[src/rtl/pipelined_cache_miss_ctrl.sv]
// Miss handler for the 2-way pipelined cache: answers hits, runs
// write-back and fill to pmem, stalls upstream, counts hits/misses.
module pipelined_cache_miss_ctrl #(
  parameter int CNT_W = 16
) (
  input  logic             clk,
  input  logic             rst,
  input  logic             req_valid_i,
  input  logic             hit_i,
  input  logic             hit1_i,
  input  logic             lru_i,
  input  logic             dirty_i,
  input  logic             mem_write_i,
  input  logic [31:0]      address_i,
  input  logic [23:0]      victim_tag_i,
  input  logic [255:0]     victim_data_i,
  input  logic             pmem_resp_i,
  input  logic [255:0]     pmem_rdata_i,
  output logic             pmem_read_o,
  output logic             pmem_write_o,
  output logic [31:0]      pmem_address_o,
  output logic [255:0]     pmem_wdata_o,
  output logic             stall_o,
  output logic             mem_resp_o,
  output logic [1:0]       fill_we_o,
  output logic [255:0]     fill_data_o,
  output logic             valid_set_o,
  output logic             dirty_clr_o,
  output logic             dirty_set_o,
  output logic             lru_update_o,
  output logic             lru_way_o,
  output logic [CNT_W-1:0] hit_count_o,
  output logic [CNT_W-1:0] miss_count_o
);

  typedef enum logic [1:0] {
    IDLE, WB, FILL, REPLAY
  } state_e;

  state_e             state_q, state_d;
  logic               way_q, way_d;
  logic [23:0]        vtag_q, vtag_d;
  logic [255:0]       vdata_q, vdata_d;
  logic [31:0]        laddr_q, laddr_d;
  logic               replay_q, replay_d;
  logic [CNT_W-1:0]   hit_q, hit_d;
  logic [CNT_W-1:0]   miss_q, miss_d;

  always_ff @(posedge clk or negedge rst) begin
    if (!rst) begin
      state_q  <= IDLE;
      replay_q <= 1'b0;
      hit_q    <= '0;
      miss_q   <= '0;
    end else begin
      state_q  <= state_d;
      replay_q <= replay_d;
      hit_q    <= hit_d;
      miss_q   <= miss_d;
    end
  end

  // Captured miss context needs no reset; it is always written before use.
  always_ff @(posedge clk) begin
    way_q   <= way_d;
    vtag_q  <= vtag_d;
    vdata_q <= vdata_d;
    laddr_q <= laddr_d;
  end

  always_comb begin
    state_d        = state_q;
    way_d          = way_q;
    vtag_d         = vtag_q;
    vdata_d        = vdata_q;
    laddr_d        = laddr_q;
    replay_d       = 1'b0;
    hit_d          = hit_q;
    miss_d         = miss_q;
    pmem_read_o    = 1'b0;
    pmem_write_o   = 1'b0;
    pmem_address_o = '0;
    pmem_wdata_o   = '0;
    stall_o        = 1'b0;
    mem_resp_o     = 1'b0;
    fill_we_o      = 2'b00;
    fill_data_o    = '0;
    valid_set_o    = 1'b0;
    dirty_clr_o    = 1'b0;
    dirty_set_o    = 1'b0;
    lru_update_o   = 1'b0;
    lru_way_o      = 1'b0;
    unique case (state_q)
      IDLE: begin
        if (req_valid_i && hit_i) begin
          mem_resp_o   = 1'b1;
          lru_update_o = 1'b1;
          lru_way_o    = ~hit1_i;
          dirty_set_o  = mem_write_i;
          // The replayed lookup of a miss is not a first-pass hit.
          if (!replay_q && hit_q != '1)
            hit_d = hit_q + 1'b1;
        end else if (req_valid_i) begin
          stall_o = 1'b1;
          if (miss_q != '1)
            miss_d = miss_q + 1'b1;
          way_d   = lru_i;
          vtag_d  = victim_tag_i;
          vdata_d = victim_data_i;
          laddr_d = {address_i[31:5], 5'b0};
          state_d = dirty_i ? WB : FILL;
        end
      end
      WB: begin
        stall_o        = 1'b1;
        pmem_write_o   = 1'b1;
        pmem_address_o = {vtag_q, laddr_q[7:5], 5'b0};
        pmem_wdata_o   = vdata_q;
        if (pmem_resp_i)
          state_d = FILL;
      end
      FILL: begin
        stall_o        = 1'b1;
        pmem_read_o    = 1'b1;
        pmem_address_o = laddr_q;
        if (pmem_resp_i) begin
          fill_we_o[way_q] = 1'b1;
          fill_data_o      = pmem_rdata_i;
          valid_set_o      = 1'b1;
          dirty_clr_o      = 1'b1;
          state_d          = REPLAY;
        end
      end
      REPLAY: begin
        stall_o  = 1'b1;
        replay_d = 1'b1;
        state_d  = IDLE;
      end
    endcase
  end

  assign hit_count_o  = hit_q;
  assign miss_count_o = miss_q;

endmodule
[config.mk]
export PLATFORM = sky130hd
export DESIGN_NAME = pipelined_cache_miss_ctrl
export DESIGN_NICKNAME = d
export VERILOG_FILES = /design/src/rtl/pipelined_cache_miss_ctrl.sv
export SDC_FILE = /design/constraint.sdc
export NUM_CORES = 1
export LEC_CHECK = 0
export ABC_AREA = 1
export BUFFER_PORTS_ARGS = -buffer_cell sky130_fd_sc_hd__buf_4
export CAP_MARGIN = 15
export CORE_AREA = 2 2 456 458
export DETAILED_ROUTE_END_ITERATION = 10
export DIE_AREA = 0 0 458 460
export PLACE_DENSITY_LB_ADDON = 0.15
export SETUP_SLACK_MARGIN = 0.02
export SLEW_MARGIN = 20
export SYNTH_ARGS = -nofsm -noshare
export SYNTH_HDL_FRONTEND = slang
export SYNTH_SLANG_ARGS = --single-unit
export TNS_END_PERCENT = 30
[constraint.sdc]
create_clock -name clk -period 7.05 [get_ports clk]
set_clock_uncertainty 0.05 [all_clocks]
set_input_delay 0.3525 -clock clk [delete_from_list [all_inputs] [get_ports clk]]
set_output_delay 0.3525 -clock clk [all_outputs]
set_load 0.01 [all_outputs]
# Word level (Yosys, flattened, before mapping)
# Index checks and enable logic that the tools add are counted.
# word_totals
reg_bits	343
inputBits	577
output_inout_bits	587
word_cells	61
# op_classes
add_sub_neg	2
n_lt_le_gt_ge	2
n_eq_ne	9
muxes	28
n_bitwise	2
n_reduce_logical	10
# op_table
operator	n
$mux W256	3
$pmux W32 S2	1
$add A16 B1 Y16 const B	2
$ne A16 B16 Y1 const B	2
$mux W1	14
$mux W2	7
$ne A2 B2 Y1 const B	4
$pmux W2 S4	1
$reduce_and A4 Y1	2
$reduce_and A3 Y1	2
$eq A2 B2 Y1 const B	2
$logic_and A1 B1 Y1	3
$reduce_or A3 Y1	1
$eq A2 B1 Y1 const B	1
$logic_not A2 Y1	1
$lt A1 B2 Y1 const B	1
$not A1 Y1	2
$pmux W1 S2	1
$demux W1 S1	1
$ge A1 B1 Y1 const B	1
$logic_not A1 Y1	1

# Logic depth before layout (Yosys ltp)
# Gate-level depths: netlist of run 1.
# depth
ltp_word	6
ltp_mapped	10
mapped_depth_nobuf	9

# Worst setup path after synthesis of run 1
# Ideal clock, no wire load.
# synth_timing
path_type	reg-to-reg
start	register state_q[0]
end	register miss_q[13] (netlist: miss_count_o[13])
setup_time_ns	0.065
arrival_ns	6.137
t_required_ns	6.935
setup_slack_ns	0.798
path_stages_with_launch	10
n_path_buf	1
synth_period_minus_slack_ns	6.252
cell_sequence	dfrtp_1 inv_1 ha_1 inv_1 nor2_4 inv_1 nor2_2 buf_2 nand2_1 nand2_1
# synth_via
elab_chain_cells	2
# synth_lines
item	line_no	rtl
from (decl)	40	state_e state_q, state_d;
from (signal assigned)	56	state_q <= state_d;
$logic_not A2 Y1	93	unique case (state_q)
$reduce_and A4 Y1 (no line)	-	
to (signal assigned)	59	miss_q <= miss_d;
to (decl)	47	logic [CNT_W-1:0] miss_q, miss_d;
# No other way between the ends.
# A chain may end at the register's enable or synchronous reset.

# Worst setup path in the final report of run 1
# layout_timing
start	register state_q[0]
end	output fill_data_o[219]
# layout_via
elab_chain_cells	2
# layout_lines
item	line_no	rtl
$eq A2 B2 Y1	93	
$mux W256	93	
to (decl)	26	output logic [255:0] fill_data_o,
# No other way between the ends.

==> impl_results.md, run 1 <==
* Status: finished clean
* Die Wd at between 400 and 500 microns
* Cell taking the most area after synthesis: edfxtp_1
* Worst r2r path cells at 6
* Post-CTS Setup Bufs at 0
* Setup TNS Final at 0 ns
* Reg2Reg Setup Slack at 4.16 ns
* Syn Inst Count at approximately 1800
* 1st-pass router iterations at 4
* Leakage power at about 17 nW
* Final Hold Viols at 0
* Fill cells at 23483
* Hold_ws at around 0.16 ns
* Initial Util at under 10%
* Period utilization at approximately half
* Std-Cell Rows at about 170
* Sequential Area at 0.0101 sq mm
* First-pass GRT wire length at ~140 mm
* TritonCTS sink count at between 300 and 400
* Hold Crit Class: in2reg
* Total power at roughly 8.5 mW
* Post-DRT Antenna Nets at 0
* Critical Path RT at roughly 6.7 ns
* Drt drc at 0
* Vias in the first global route at 17513
* CTS buffer count at about 50
* CP peak stage delay at 0.55 ns
* Cell Area, Placed at 0.0279 sq mm
* Most common cell after layout, fill and taps aside: buf_4
* Area of the multi-input gates at between 0.003 and 0.004 sq mm
* Initial antenna violation count at 39
* Post-CTS Resized at 0
* GRT Total Usage at under 10%
* Die footprint at approximately 0.21 sq mm
* IO Pins at ~1200
* Crit path kind: reg2out
* RSZ-0062 raised after global routing: false
* Max stage delay cell, worst path: buf_12
* Crit path from: state_q[0]$_DFFE_PN0P_
* Slew margin rel. at between 30 and 40%
* Iter 0 DRT Violations at roughly 630
* Clock slew seen by the registers of the worst setup and hold paths at ~0.050 ns
* Global route overflow at 0
* CTS root buf: clkbuf_16
* Critical Path Source Type: flip-flop
* Routed length per instance at about 18 microns
* CP cell instances: inv_1 > ha_2 > nand2_4 > buf_12 > nor2_1 > buf_4
* Seq/Total Area, Yosys at a little over three fifths
* Max FO, Critical Path at between 150 and 200
* Critical Path Sink: fill_data_o[219]
* Max Slew Vio Count at 0
* WL final at roughly 110 mm
* DPL Wire Length at between 80 and 90 mm
* Dominant cells by area after synthesis: edfxtp_1, inv_1, nand2_1, nor2_1, dfrtp_1
* Crit path DAT at ~3.2 ns
* Crit Reg-Reg Startpoint: state_q[0]$_DFFE_PN0P_
* Height of the die at 460 microns
* Synthesis-stage register bit count at between 300 and 400
* Post-Syn Area at between 0.015 and 0.02 sq mm
* Max-cap violations at 0
* WHS Path Cells at 4
* Clock Path Buffers at 3
* CTS tree: yes
* Yosys warns at 0
* Min Clock Period, post-route at between 3 and 4 ns
* GPL Wtd Cong at ~0.8
* Worst R2R End: vdata_q[164]$_DFFE_PP_
* Htree depth at 2
* Pwr per Cell Area at ~260 mW/mm^2
* Endpoints failing setup at 0
* Skew-Pair Late Insertion Delay at about 0.62 ns
* Largest net degree at the start of global routing at between 150 and 200
* Post-synth top area share at between 50% and 60%
* Via count at about 17000
* F_max at approximately 0.28 GHz
* Count of cell types in the netlist at 27
* Commonest cells after routing, fill and taps aside: buf_4, inv_1, nand2_1, dlygate4sd3_1, edfxtp_1
* Fin nets at just under 4000
* Layout cells sized above 1 at between 30% and 40%
* DR vias/cell at 2.81
* Fin area at 0.0325 sq mm
* Setup crit end kind: output port
* Core area at a little over 0.2 sq mm
* Area growth syn-to-layout at 103%
* Worst-margin pin slew at 0.954 ns
* VDD IR max at ~0.00018 V
* Average size of a mapped cell at 8.85 sq um
* Input/output buffers at roughly 1200
==> cells in the mapped netlist <==
cell / n
clkbuf_1: 27
ha_1: 7
o21ai_4: 1
o21ai_0: 10
a21oi_1: 25
nand3_1: 14
xnor2_1: 10
inv_2: 1
conb_1: 1
inv_1: 546
dfrtp_1: 35
buf_4: 7
nand2_4: 1
nand2_2: 3
nand2_1: 454
nor2_4: 3
buf_6: 3
nand4_1: 12
buf_2: 35
nand3_2: 2
inv_4: 1
edfxtp_1: 308
xor2_1: 4
o21bai_4: 1
buf_1: 3
nor2_1: 295
nor2_2: 3
==> report_power, final <==
group	switching, mW	total, mW	internal, mW
logic	2.09	3.50	1.42
clock network	1.05	2.40	1.35
registers	0.0962	2.55	2.45
==> logic make-up after synthesis <==
| kind of cell | share of synthesized area (%) |
|---|---|
| and+or+nand+nor | 19.1 |
| buffers and inverters | 15.2 |
| DFF | 63.1 |
| AOI/OAI and AO/OA | 1.31 |
| xor gates and xnor gates | 0.764 |
| adders and majority gates | 0.546 |
| other | 0.0234 |
==> per-layer routing <==
layer	vias up	GRT usage [%]	wire, microns
met4	22	3.31	3720
met5	-	0	150
li1	8196	-	-
met3	152	3.52	9320
met2	802	17.8	55900
met1	7718	10.3	39900
==> state kept, by name (all words and copies together), names as in the netlist <==
signal / cells
way_q: 1
state_q: 2
laddr_q: 27
miss_count_o: 16
replay_q: 1
hit_count_o: 16
vdata_q: 256
vtag_q: 24
==> worst max-delay path: cells and delay by family, from the launching register on <==
family                   cells  cell delay [ns]
buffers and inverters        3             0.91
AND/OR/NAND/NOR              2             0.71
flip-flops                   1             0.43
adder cells (fa/ha/maj)      1             0.22
==> area by class of cell <==
cell class | instances | share of cell area (%)
Inverter | 548 | 6.33
Clock inverter | 23 | 0.588
Antenna cell | 10 | 0.0769
Multi-Input combinational cell | 850 | 10.8
Sequential cell | 343 | 31.1
Clock buffer | 64 | 4.03
Timing Repair Buffer | 1476 | 36.7
Tap cell | 2704 | 10.4
==> what timing repair did <==
item	in CTS	in global routing
hold buffers	310	0
hold endpoints to repair	344	0
endpoints found under the setup margin	0	0
==> stage by stage <==
step,util (%),cells,setup slack [ns]
floorplan,-,1816,0.798
global placement,13.6,5611,3.95
detailed placement,13.6,5611,3.99
CTS,15.8,6008,3.24
global route,15.8,6018,3.17
finish,15.8,6018,3.44
==> how the worst min path moves through the flow <==
| stage | from | to | slack [ns] |
|---|---|---|---|
| 2_1_floorplan | rst | hit_count_o[0]$_DFFE_PN0P_ | 0.007 |
| 3_3_place_gp | rst | miss_count_o[15]$_DFFE_PN0P_ | 0.35 |
| 6_report | pmem_resp_i | state_q[0]$_DFFE_PN0P_ | 0.16 |
| 4_1_cts | pmem_resp_i | state_q[0]$_DFFE_PN0P_ | 0.08 |
| 5_1_grt | pmem_resp_i | state_q[0]$_DFFE_PN0P_ | 0.16 |
| 3_5_place_dp | rst | miss_count_o[15]$_DFFE_PN0P_ | 0.35 |
(Power assumes the default switching activity.)
==> run 2, diff against run 1 <==
- clock period: 7.05 -> 3.5 ns (I/O delays scaled with it)
==> run 2 against run 1 <==
Compared with the run above:
- power increased by 100%
- clock power grew 98%
- via count increased by 2.9%
- largest cell class unchanged
- highest routed layer unchanged
==> impl_results.md, run 2 (synthesis results as in run 1) <==
* Commonest cells after routing, fill and taps aside: buf_4, inv_1, nand2_1, dlygate4sd3_1, edfxtp_1
* Layout cells sized above 1 at 38.2%
* Critical Path RT at 3.27 ns
* Max reg flops at roughly 260
* Clock Path Buffers at 3
* Clock slew seen by the registers of the worst setup and hold paths at approximately 0.06 ns
* Fin nets at between 3000 and 4000
* Via count at 17377
* CTS buffer count at 48
* Initial antenna violation count at between 60 and 70
* Worst r2r path cells at 7
* NetSw at 6.47 mW
* Crit Reg-Reg Startpoint: state_q[0]$_DFFE_PN0P_
* Routed length per instance at approximately 19 microns
* Post-CTS Resized at 0
* DR vias/cell at 2.88
* Htree depth at 2
* Crit path DAT at 2.61 ns
* Initial Util at a little under 8%
* Pre-CTS setup slack at 1.10 ns
* Max FO, Critical Path at 121
* CP peak stage delay at approximately 0.46 ns
* Die Wd at around 460 microns
* Largest net degree at the start of global routing at between 100 and 150
* WL final at between 100 and 150 mm
* IO Pins at ~1200
* 1st-pass router iterations at 4
* Worst-margin pin slew at around 0.7 ns
* Area growth syn-to-layout at 104%
* Input/output buffers at 1153
* DPL Wire Length at between 90 and 100 mm
* Crit path from: state_q[0]$_DFFE_PN0P_
* Top flop regs: vdata_q x256, laddr_q x27, vtag_q x24
* Drt drc at 0
* CP top delay family: buffers and inverters
* GPL Wtd Cong at about 0.8
* Period utilization at 81.1%
* Slew margin rel. at a little over half
* Buf/Inv on CP at 3
* VDD IR max at ~0.00035 V
* First-pass GRT wire length at 154 mm
* Max-cap violations at 0
* Post-CTS Hold Fix Bufs at 312
* Std-Cell Rows at approximately 170
* Flop pwr share at 29.8%
* Status: finished clean
* CP cell instances: inv_2 > ha_2 > nand2_4 > buf_12 > nor2_1 > buf_4
* Max stage delay cell, worst path: dfrtp_1
* Die footprint at 0.211 sq mm
* Height of the die at about 460 microns
* Vias in the first global route at 18231
* Most common cell after layout, fill and taps aside: buf_4
* Reg2Reg Setup Slack at 0.97 ns
* Leakage power at around 17 nW
* TritonCTS sink count at 343
* Setup TNS Final at 0 ns
* CTS tree: yes
* Worst setup margin at about 0.66 ns
* Post-CTS Setup Bufs at 0
* Gate power share at between 40% and 50%
* Worst R2R End: state_q[0]$_DFFE_PN0P_
* Most flops, register: vdata_q
* Clock power frac at between 20% and 30%
* Sw frac at 37.7%
* Hold Crit Class: in2async
* Core area at a little over 0.2 sq mm
* Min Clock Period, post-route at 2.84 ns
* F_max at ~0.35 GHz
* Pwr per Cell Area at approximately 520 mW/mm^2
* Final Hold Viols at 0
* Pint at 10.7 mW
* Setup crit end kind: output port
* Crit path kind: reg2out
* Post-DRT Antenna Nets at 0
* Critical Path Source Type: flip-flop
* Iter 0 DRT Violations at 715
* GRT Total Usage at around a tenth
* Endpoints failing setup at 0
* Global route overflow at 0
* Skew-Pair Late Insertion Delay at approximately 0.6 ns
* RSZ-0062 raised after global routing: false
* Max Slew Vio Count at 0
* CTS root buf: clkbuf_16
==> run 2: changes by cell type in the layout (fill, tap and decap cells not counted), moves of 3 or more <==
cell | previous run | this run
buf_4 | 1160 | 1176
buf_12 | 6 | 10
inv_6 | 0 | 3
inv_1 | 545 | 542
clkinv_2 | 6 | 2
inv_2 | 2 | 5
clkinv_1 | 9 | 15
==> run 2: worst max-delay path by stage <==
stage | endpoint | slack, ns | depth (start not counted)
3_3_place_gp | vdata_q[164]$_DFFE_PP_ | 1.11 | 6
5_1_grt | pmem_address_o[13] | 0.35 | 6
2_1_floorplan | miss_count_o[13]$_DFFE_PN0P_ | -2.68 | 9
4_1_cts | pmem_address_o[6] | 0.40 | 7
3_5_place_dp | pmem_address_o[6] | 1.10 | 7
6_report | fill_data_o[21] | 0.66 | 6
==> run 2: through the flow <==
step / hold WS, ns / cells / power [mW] / utilization (%) / cell area, sq um
2_1_floorplan: -0.171 / 1816 / 7.90 / - / 16100
3_3_place_gp: 0.161 / 5631 / 12.6 / 13.7 / 28100
3_5_place_dp: 0.159 / 5631 / 12.5 / 13.7 / 28100
4_1_cts: 0.00971 / 6031 / 17.8 / 15.9 / 32700
5_1_grt: 0.0642 / 6036 / 18.3 / 15.9 / 32700
6_report: 0.0575 / 6039 / 17.2 / 15.9 / 32700
==> run 2: area by class of cell <==
cell class                      count  area [sq um]
Inverter                          548          2060
Timing Repair Buffer             1498         12200
Tap cell                         2704          3380
Clock inverter                     24           169
Multi-Input combinational cell    850          3530
Fill cell                       23569        173000
Antenna cell                        8          20.0
Clock buffer                       64          1300
Sequential cell                   343         10100
==> run 2: per-layer routing <==
metal,vias to the layer above,wire length (microns),global-route usage (%)
met5,-,112,0
met4,20,3530,2.84
met3,189,9340,3.42
met2,862,64700,20.9
met1,8071,39900,10.3
li1,8235,-,-
==> run 2: power by group through the flow <==
stage	Combinational (mW)	Sequential [mW]	Clock (mW)
6_report	7.30	5.12	4.75
3_5_place_dp	7.32	5.21	0
3_3_place_gp	7.37	5.21	0
2_1_floorplan	2.69	5.21	0
4_1_cts	7.67	5.13	5.01
5_1_grt	8.04	5.16	5.13
